$ cat config.mk
export PLATFORM = sky130hd
export DESIGN_NAME = stream_arbiter
export DESIGN_NICKNAME = d
export VERILOG_FILES = /design/src/rtl/stream_arbiter.sv
export SDC_FILE = /design/constraint.sdc
export NUM_CORES = 1
export LEC_CHECK = 0
export ABC_AREA = 1
export CORE_ASPECT_RATIO = 1.1
export CORE_MARGIN = 2
export CORE_UTILIZATION = 43
export DETAILED_ROUTE_END_ITERATION = 10
export PLACE_DENSITY = 0.8
export RECOVER_POWER = 50
export SLEW_MARGIN = 20
export SYNTH_ARGS = -nofsm -noshare
export SYNTH_HDL_FRONTEND = slang
export SYNTH_SLANG_ARGS = --single-unit
$ cat constraint.sdc
create_clock -name clock -period 2.5 [get_ports clock]
set_input_delay 0.375 -clock clock [delete_from_list [all_inputs] [get_ports clock]]
set_output_delay 0.375 -clock clock [all_outputs]
set_load 0.02 [all_outputs]
$ cat src/rtl/stream_arbiter.sv
// Round-robin stream arbiter with burst lock and a registered output stage.
// N producers share one sink; each output beat carries the index of its source.
module stream_arbiter #(
  parameter type T         = logic [7:0],
  parameter int  N         = 4,
  parameter int  MAX_BURST = 2,
  localparam int IW        = (N > 1) ? $clog2(N) : 1,
  localparam int CW        = $clog2(MAX_BURST + 1)
) (
  input  logic          clock,
  input  logic          reset,
  input  logic [N-1:0]  receiver_valid,
  output logic [N-1:0]  receiver_ready,
  input  T     [N-1:0]  receiver_data,
  output logic          sender_valid,
  input  logic          sender_ready,
  output T              sender_data,
  output logic [IW-1:0] sender_source
);

  // Output stage and arbitration state
  logic          r_valid;
  T              r_data;
  logic [IW-1:0] r_source;
  logic [IW-1:0] r_pointer;   // last granted requester; search starts just after it
  logic [IW-1:0] r_owner;     // requester holding the current burst
  logic [CW-1:0] r_burst;     // beats granted to r_owner in the current burst

  logic          w_load;
  logic          w_lock;
  logic          w_any;
  logic          w_accept;
  logic          w_found;
  logic [IW-1:0] w_search;
  logic [IW-1:0] w_grant;

  // Output register can take a beat when empty or draining this cycle
  assign w_load = !r_valid || sender_ready;

  // Owner keeps the grant while its burst is open and it still has data
  assign w_lock = (r_burst != '0) && (r_burst < CW'(MAX_BURST)) && receiver_valid[r_owner];

  // Round-robin search: pointer+1, pointer+2, ... wrapping, pointer itself last
  always_comb begin
    w_found  = 1'b0;
    w_search = '0;
    for (int k = 1; k <= N; k++) begin
      if (!w_found && receiver_valid[(int'(r_pointer) + k) % N]) begin
        w_found  = 1'b1;
        w_search = IW'((int'(r_pointer) + k) % N);
      end
    end
  end

  assign w_grant  = w_lock ? r_owner : w_search;
  assign w_any    = w_lock || (|receiver_valid);
  assign w_accept = w_load && w_any;

  // One-hot ready toward the granted producer; forced low while in reset
  generate
    for (genvar gi = 0; gi < N; gi++) begin : g_ready
      assign receiver_ready[gi] = reset && w_accept && (w_grant == IW'(gi));
    end
  endgenerate

  // Output stage load, grant bookkeeping and burst counting
  always_ff @(posedge clock or negedge reset) begin
    if (!reset) begin
      r_valid   <= 1'b0;
      r_data    <= '0;
      r_source  <= '0;
      r_pointer <= IW'(N - 1);
      r_owner   <= '0;
      r_burst   <= '0;
    end else if (w_load) begin
      if (w_any) begin
        r_valid   <= 1'b1;
        r_data    <= receiver_data[w_grant];
        r_source  <= w_grant;
        r_pointer <= w_grant;
        r_owner   <= w_grant;
        // lock implies r_burst < MAX_BURST, so the increment never wraps
        r_burst   <= w_lock ? (r_burst + CW'(1)) : CW'(1);
      end else begin
        r_valid   <= 1'b0;
        r_burst   <= '0;
      end
    end
  end

  assign sender_valid  = r_valid;
  assign sender_data   = r_data;
  assign sender_source = r_source;

endmodule

After elaboration in Yosys (flattened, before gate mapping)
Cells that the tools add are included.
{ "op_classes": {"n_eq_ne": 3, "n_reduce_logical": 25, "mux": 27, "n_bitwise": 4, "addsub": 5, "order_cmp": 7} }
{ "ops": {"columns": ["operator", "count"], "rows": [
  ["8-bit binary-select mux with 2-bit select", 1],
  ["3-bit by 4-bit less-than comparator with 1-bit output (second input constant)", 4],
  ["2-bit two-way mux", 7],
  ["1-bit two-way mux", 13],
  ["1-bit logical AND", 11],
  ["1-bit binary-select mux with 2-bit select", 5],
  ["8-bit two-way mux", 1],
  ["2-bit OR reduction", 4],
  ["2-bit by 1-bit adder with 2-bit output (second input constant)", 3],
  ["2-bit by 3-bit less-than comparator with 1-bit output (second input constant)", 2],
  ["2-bit adder (second input constant)", 2],
  ["1-bit AND (first input constant)", 4],
  ["2-bit equality test (second input constant)", 2],
  ["1-bit logical NOT", 4],
  ["4-bit OR reduction", 1],
  ["2-bit by 1-bit equality test with 1-bit output (second input constant)", 1],
  ["2-bit logical NOT", 1],
  ["1-bit logical OR", 2],
  ["2-bit less-than comparator (second input constant)", 1],
  ["2-bit AND reduction", 1],
  ["2-bit nonzero test", 1]
]} }
{ "totals": {"wordCells": 76, "out_inout_bits": 15, "input_bits": 39, "register_bits": 15} }

Depth between registers and ports, before layout
{ "logic_depth": {"ltp_word": 19, "mapped_depth": 18, "ltp_nobuf": 16} }

Worst setup path before layout
Ideal clock, no wire load.
{ "synth_path": {"path_kind": "register to output", "start": "reg r_pointer[0]", "end": "out receiver_ready[0]", "t_arrival_ns": 2.100, "path_slack_ns": 0.025, "path_stages_with_launch": 15, "t_required_ns": 2.125, "n_path_buf": 2, "cell_sequence": "dfstp_2 buf_6 inv_6 nand2_1 nand2_2 nand2_4 nand2_4 nor2_8 nand2_2 nand3_2 nand3_4 nand2_8 buf_12 inv_2 nor3_1"} }
{ "synth_between": {"elab_chain_len": 17, "elab_cells_between_ends": 32, "cone_classes": "add/sub: 4; mux: 20; reduce/logical: 8"} }
{ "synth_rtl": {"columns": ["item", "line", "text"], "rows": [
  ["start, declared", "25", "logic [IW-1:0] r_pointer;"],
  ["start signal, assigned", "72", "r_pointer <= IW'(N - 1);"],
  ["start signal, assigned", "80", "r_pointer <= w_grant;"],
  ["2-bit by 1-bit adder with 2-bit output", "48, 50", null],
  ["1-bit binary-select mux with 2-bit select", "48", "if (!w_found && receiver_valid[(int'(r_pointer) + k) % N]) begin"],
  ["1-bit two-way mux (implied by the code) (2 in series)", "48", null],
  ["1-bit two-way mux", "48", null],
  ["1-bit logical NOT", "48", null],
  ["1-bit logical AND", "48", null],
  ["1-bit two-way mux", "48", null],
  ["1-bit logical NOT", "48", null],
  ["1-bit logical AND", "48", null],
  ["1-bit two-way mux", "48", null],
  ["1-bit logical NOT", "48", null],
  ["1-bit logical AND", "48", null],
  ["2-bit two-way mux *", "48", null],
  ["2-bit two-way mux *", "55", "assign w_grant = w_lock ? r_owner : w_search;"],
  ["2-bit logical NOT *", "62", "assign receiver_ready[gi] = reset && w_accept && (w_grant == IW'(gi));"],
  ["1-bit logical AND *", "62", null],
  ["end, declared", "13", "output logic [N-1:0] receiver_ready,"]
]} }
Every way passes the cells marked *; elsewhere a longest branch is shown, timed or not. The select of a mux whose other input is x is not followed.

Worst setup path after layout
Same ends and word-level chain as after synthesis.

==> metrics.md <==
| Metric | Value |
|---|---|
| CTS Hold Bufs | 0 |
| Cell Pwr Density | 1610 mW/mm² |
| Lkg Pwr | 1.19 nW |
| Period utilization | 1.03 |
| Yosys cell types | 26 |
| MaxCap Viol Count | 0 |
| Via/cell ratio | 5.10 |
| Worst-Margin Slew | 0.761 ns |
| Syn_nets | 243 |
| Vias in the first global route | 1536 |
| Mux contribution to synthesized area | 0 |
| CTS root buf | clkbuf_4 |
| Final hold vios | 0 |
| # H-tree levels | 1 |
| Slew HR | 0.493 |
| Fill cell count | 256 |
| Multi-input logic area | 983 µm² |
| # setup viols final | 4 |
| Hpwl dp | 3.00 mm |
| VDD IR-drop max | 1.50 mV |
| Fin worst setup slack | -0.0671 ns |
| Worst-path clk slew | 0.09 ns |
| CTS buffer count | 3 |
| Congestion Overflow GR | 0 |
| Startpoint types | register |
| Wire per inst | 12.8 µm |
| RSZ-0062 raised after global routing | true |
| Synthesis Warnings | 0 |
| Max FO, Critical Path | 5 |
| Final core utilization | 0.758 |
| Fmax | 390 MHz |
| Boundary pin count | 54 |
| Die Width | 57.3 µm |
| Adder-cell share of the synthesized area | 0.00930 |
| Synthesis-stage register bit count | 15 |
| Port Buffers | 53 |
| CTS tree | built |
| Post-synthesis xor/xnor area fraction | 0 |
| Max-slew violation count | 0 |
| Post-Synth Simple-Gate Area | 0.563 |
| Antenna-violating nets left | 0 |
| Setup crit end kind | primary output |
| Failing checks | negative setup slack |
| Initial core utilization | 0.445 |
| Fin nets | 328 |
| Setup Skew | 0.00649 ns |
| Status | finished, violations left |
| Die ar. | 0.00359 mm² |
| Worst Path Arrival | 2.19 ns |
| Area growth syn-to-layout | 70.2% |
| Routed via count | 1641 |
| Sequential cell area | 378 µm² |
| CTS max path bufs | 2 |
| Die Y | 62.7 µm |
| Hold Path Class | reg2reg |
| Core box area | 0.00302 mm² |
| 1st-pass router iterations | 4 |
| Drt total wl | 4.13 mm |
| Largest family of logic cells by synthesized area | simple AND/OR/NAND/NOR gates |
| GP Congestion | 0.902 |
| Design Power | 3.70 mW |
| Drt drc | 0 |
| Initial antenna violation count | 1 |
| Largest net degree at the start of global routing | 17 |
| Skew-Pair Late Insertion Delay | 0.28 ns |
| Syn Area/Cell | 6.63 µm² |
| Post-Syn Area | 0.00135 mm² |
| Row cnt | 21 |
| Final min period | 2.57 ns |
| Overall routing resource usage | 0.230 |
| Cells after Synth | 203 |
| Iteration-0 DRC Markers | 54 |
| Sink Count | 15 |
| Hold Slack | 0.482 ns |
| CP Class | reg2out |
| Global-route wire length before repair | 6.56 mm |
| Worst Path Required | 2.12 ns |
| Share of layout cells above drive strength 1 | 0.321 |
| Complex-gate fraction of the synthesized area | 0.0465 |
| Sequential area share after synthesis | 0.281 |
## metrics by stage
step	instance area [µm²]	setup TNS, ns	worst slack [ns]	instances
floorplan	1350	0	0.0254	203
global placement	2020	-1.82	-0.497	307
detailed placement	2020	-1.86	-0.482	307
CTS	2180	-0.0254	-0.0254	318
global route	2290	-0.598	-0.177	322
finish	2290	-0.121	-0.0671	322
## area by class of cell
class / count / share of cell area
Sequential cell: 15 / 0.165
Tap cell: 34 / 0.0186
Antenna cell: 1 / 0.00109
Clock buffer: 3 / 0.00984
Clock inverter: 1 / 0.00219
Multi-Input combinational cell: 166 / 0.430
Timing Repair Buffer: 87 / 0.345
Inverter: 15 / 0.0290
## kinds of logic after synthesis
group,count (synthesis)
AO/OA/AOI/OAI,12
AND/OR/NAND/NOR,153
buffers and inverters,22
adder cells (fa/ha/maj),1
flip-flops,15
## final timing paths
check,start,endpoint,slack [ns],cells after the start
max,r_pointer[0]$_DFFE_PN1P_,receiver_ready[0],-0.07,12
min,sender_data[3]$_DFFE_PN0P_,sender_data[3]$_DFFE_PN0P_,0.48,2
max reg2reg,r_pointer[0]$_DFFE_PN1P_,sender_data[3]$_DFFE_PN0P_,0.21,17
min reg2reg,sender_data[3]$_DFFE_PN0P_,sender_data[3]$_DFFE_PN0P_,0.48,2
max in group asynchronous,reset,sender_data[0]$_DFFE_PN0P_,1.33,2
min in group asynchronous,reset,r_owner[1]$_DFFE_PN0P_,0.69,2
## cell usage after synthesis
master / count / area share
nand2_8: 1 / 0.015
dfstp_2: 2 / 0.039
dfrtp_1: 13 / 0.24
o31ai_1: 1 / 0.0056
nand2_4: 4 / 0.033
nor2_1: 3 / 0.0084
inv_2: 2 / 0.0056
ha_1: 1 / 0.0093
clkbuf_1: 1 / 0.0028
nand3_2: 3 / 0.022
nand4_2: 1 / 0.0093
buf_2: 1 / 0.0037
o21ai_0: 9 / 0.033
a21oi_1: 2 / 0.0074
nand4_1: 3 / 0.014
nor2_8: 1 / 0.015
nor4_1: 1 / 0.0047
nand2_2: 14 / 0.065
nand3_1: 23 / 0.086
nand2_1: 94 / 0.26
nor3_1: 4 / 0.015
inv_1: 12 / 0.033
buf_6: 4 / 0.033
buf_12: 1 / 0.015
inv_6: 1 / 0.0065
nand3_4: 1 / 0.013
## placed cells by master, fill, tap and decap left out
cell type        synthesis  final
nor2_1                   3      3
dfrtp_1                 13     13
nor2_8                   1      1
clkbuf_1                 1      1
clkinv_2                 0      1
o21ai_1                  0      1
o21ai_0                  9      7
nand2_4                  4     15
inv_1                   12     11
dfstp_2                  2      2
o21ai_2                  0      1
inv_2                    2      2
clkdlybuf4s50_1          0     43
buf_4                    0     32
inv_6                    1      2
buf_6                    4      5
dlygate4sd2_1            0      1
ha_1                     1      1
clkbuf_4                 0      3
nand4_4                  0      1
diode_2                  0      1
nand2_8                  1      1
nor4_1                   1      1
nand3_1                 23     18
nand4_1                  3      3
a21oi_1                  2      2
nand2_2                 14     13
nor3_4                   0      1
dlygate4sd3_1            0      5
o31ai_1                  1      1
nand3_4                  1      2
nor3_2                   0      3
nand3_2                  3      7
nand2_1                 94     84
## worst max-delay path, cell delays in order (launching register included)
cell     delay, ns
dfstp_2       0.61
buf_6         0.17
nand2_4       0.06
nand3_4       0.09
nand2_4       0.08
nor2_8        0.15
nand2_2       0.07
nand3_2       0.09
nand3_4       0.10
nand2_8       0.09
inv_6         0.04
nor3_2        0.17
buf_4         0.17
## flip-flops by register name, indices dropped and copies added (netlist names)
register,count
sender_data,8
r_burst,2
r_owner,2
r_pointer,2
sender_valid,1
## report_power, final
group          total [mW]  leakage [nW]  switching, mW  internal (mW)
sequential          0.447         0.179         0.0812          0.366
combinational        3.11         0.989           1.80           1.31
clock               0.137        0.0177         0.0776         0.0594
## metal layers
metal | up-vias | wire length [µm] | track usage
met5 | - | 0 | 0
met4 | 0 | 57 | 0.00872
met2 | 66 | 2170 | 0.432
met1 | 753 | 1600 | 0.268
met3 | 4 | 301 | 0.0663
li1 | 818 | - | -
## timing repair
action,4_1_cts,5_1_grt
pin swaps,13,16
buffers inserted,7,4
endpoints found under the setup margin,4,5
cloned,0,0
resized for setup,46,23
(Power assumes the default switching activity.)
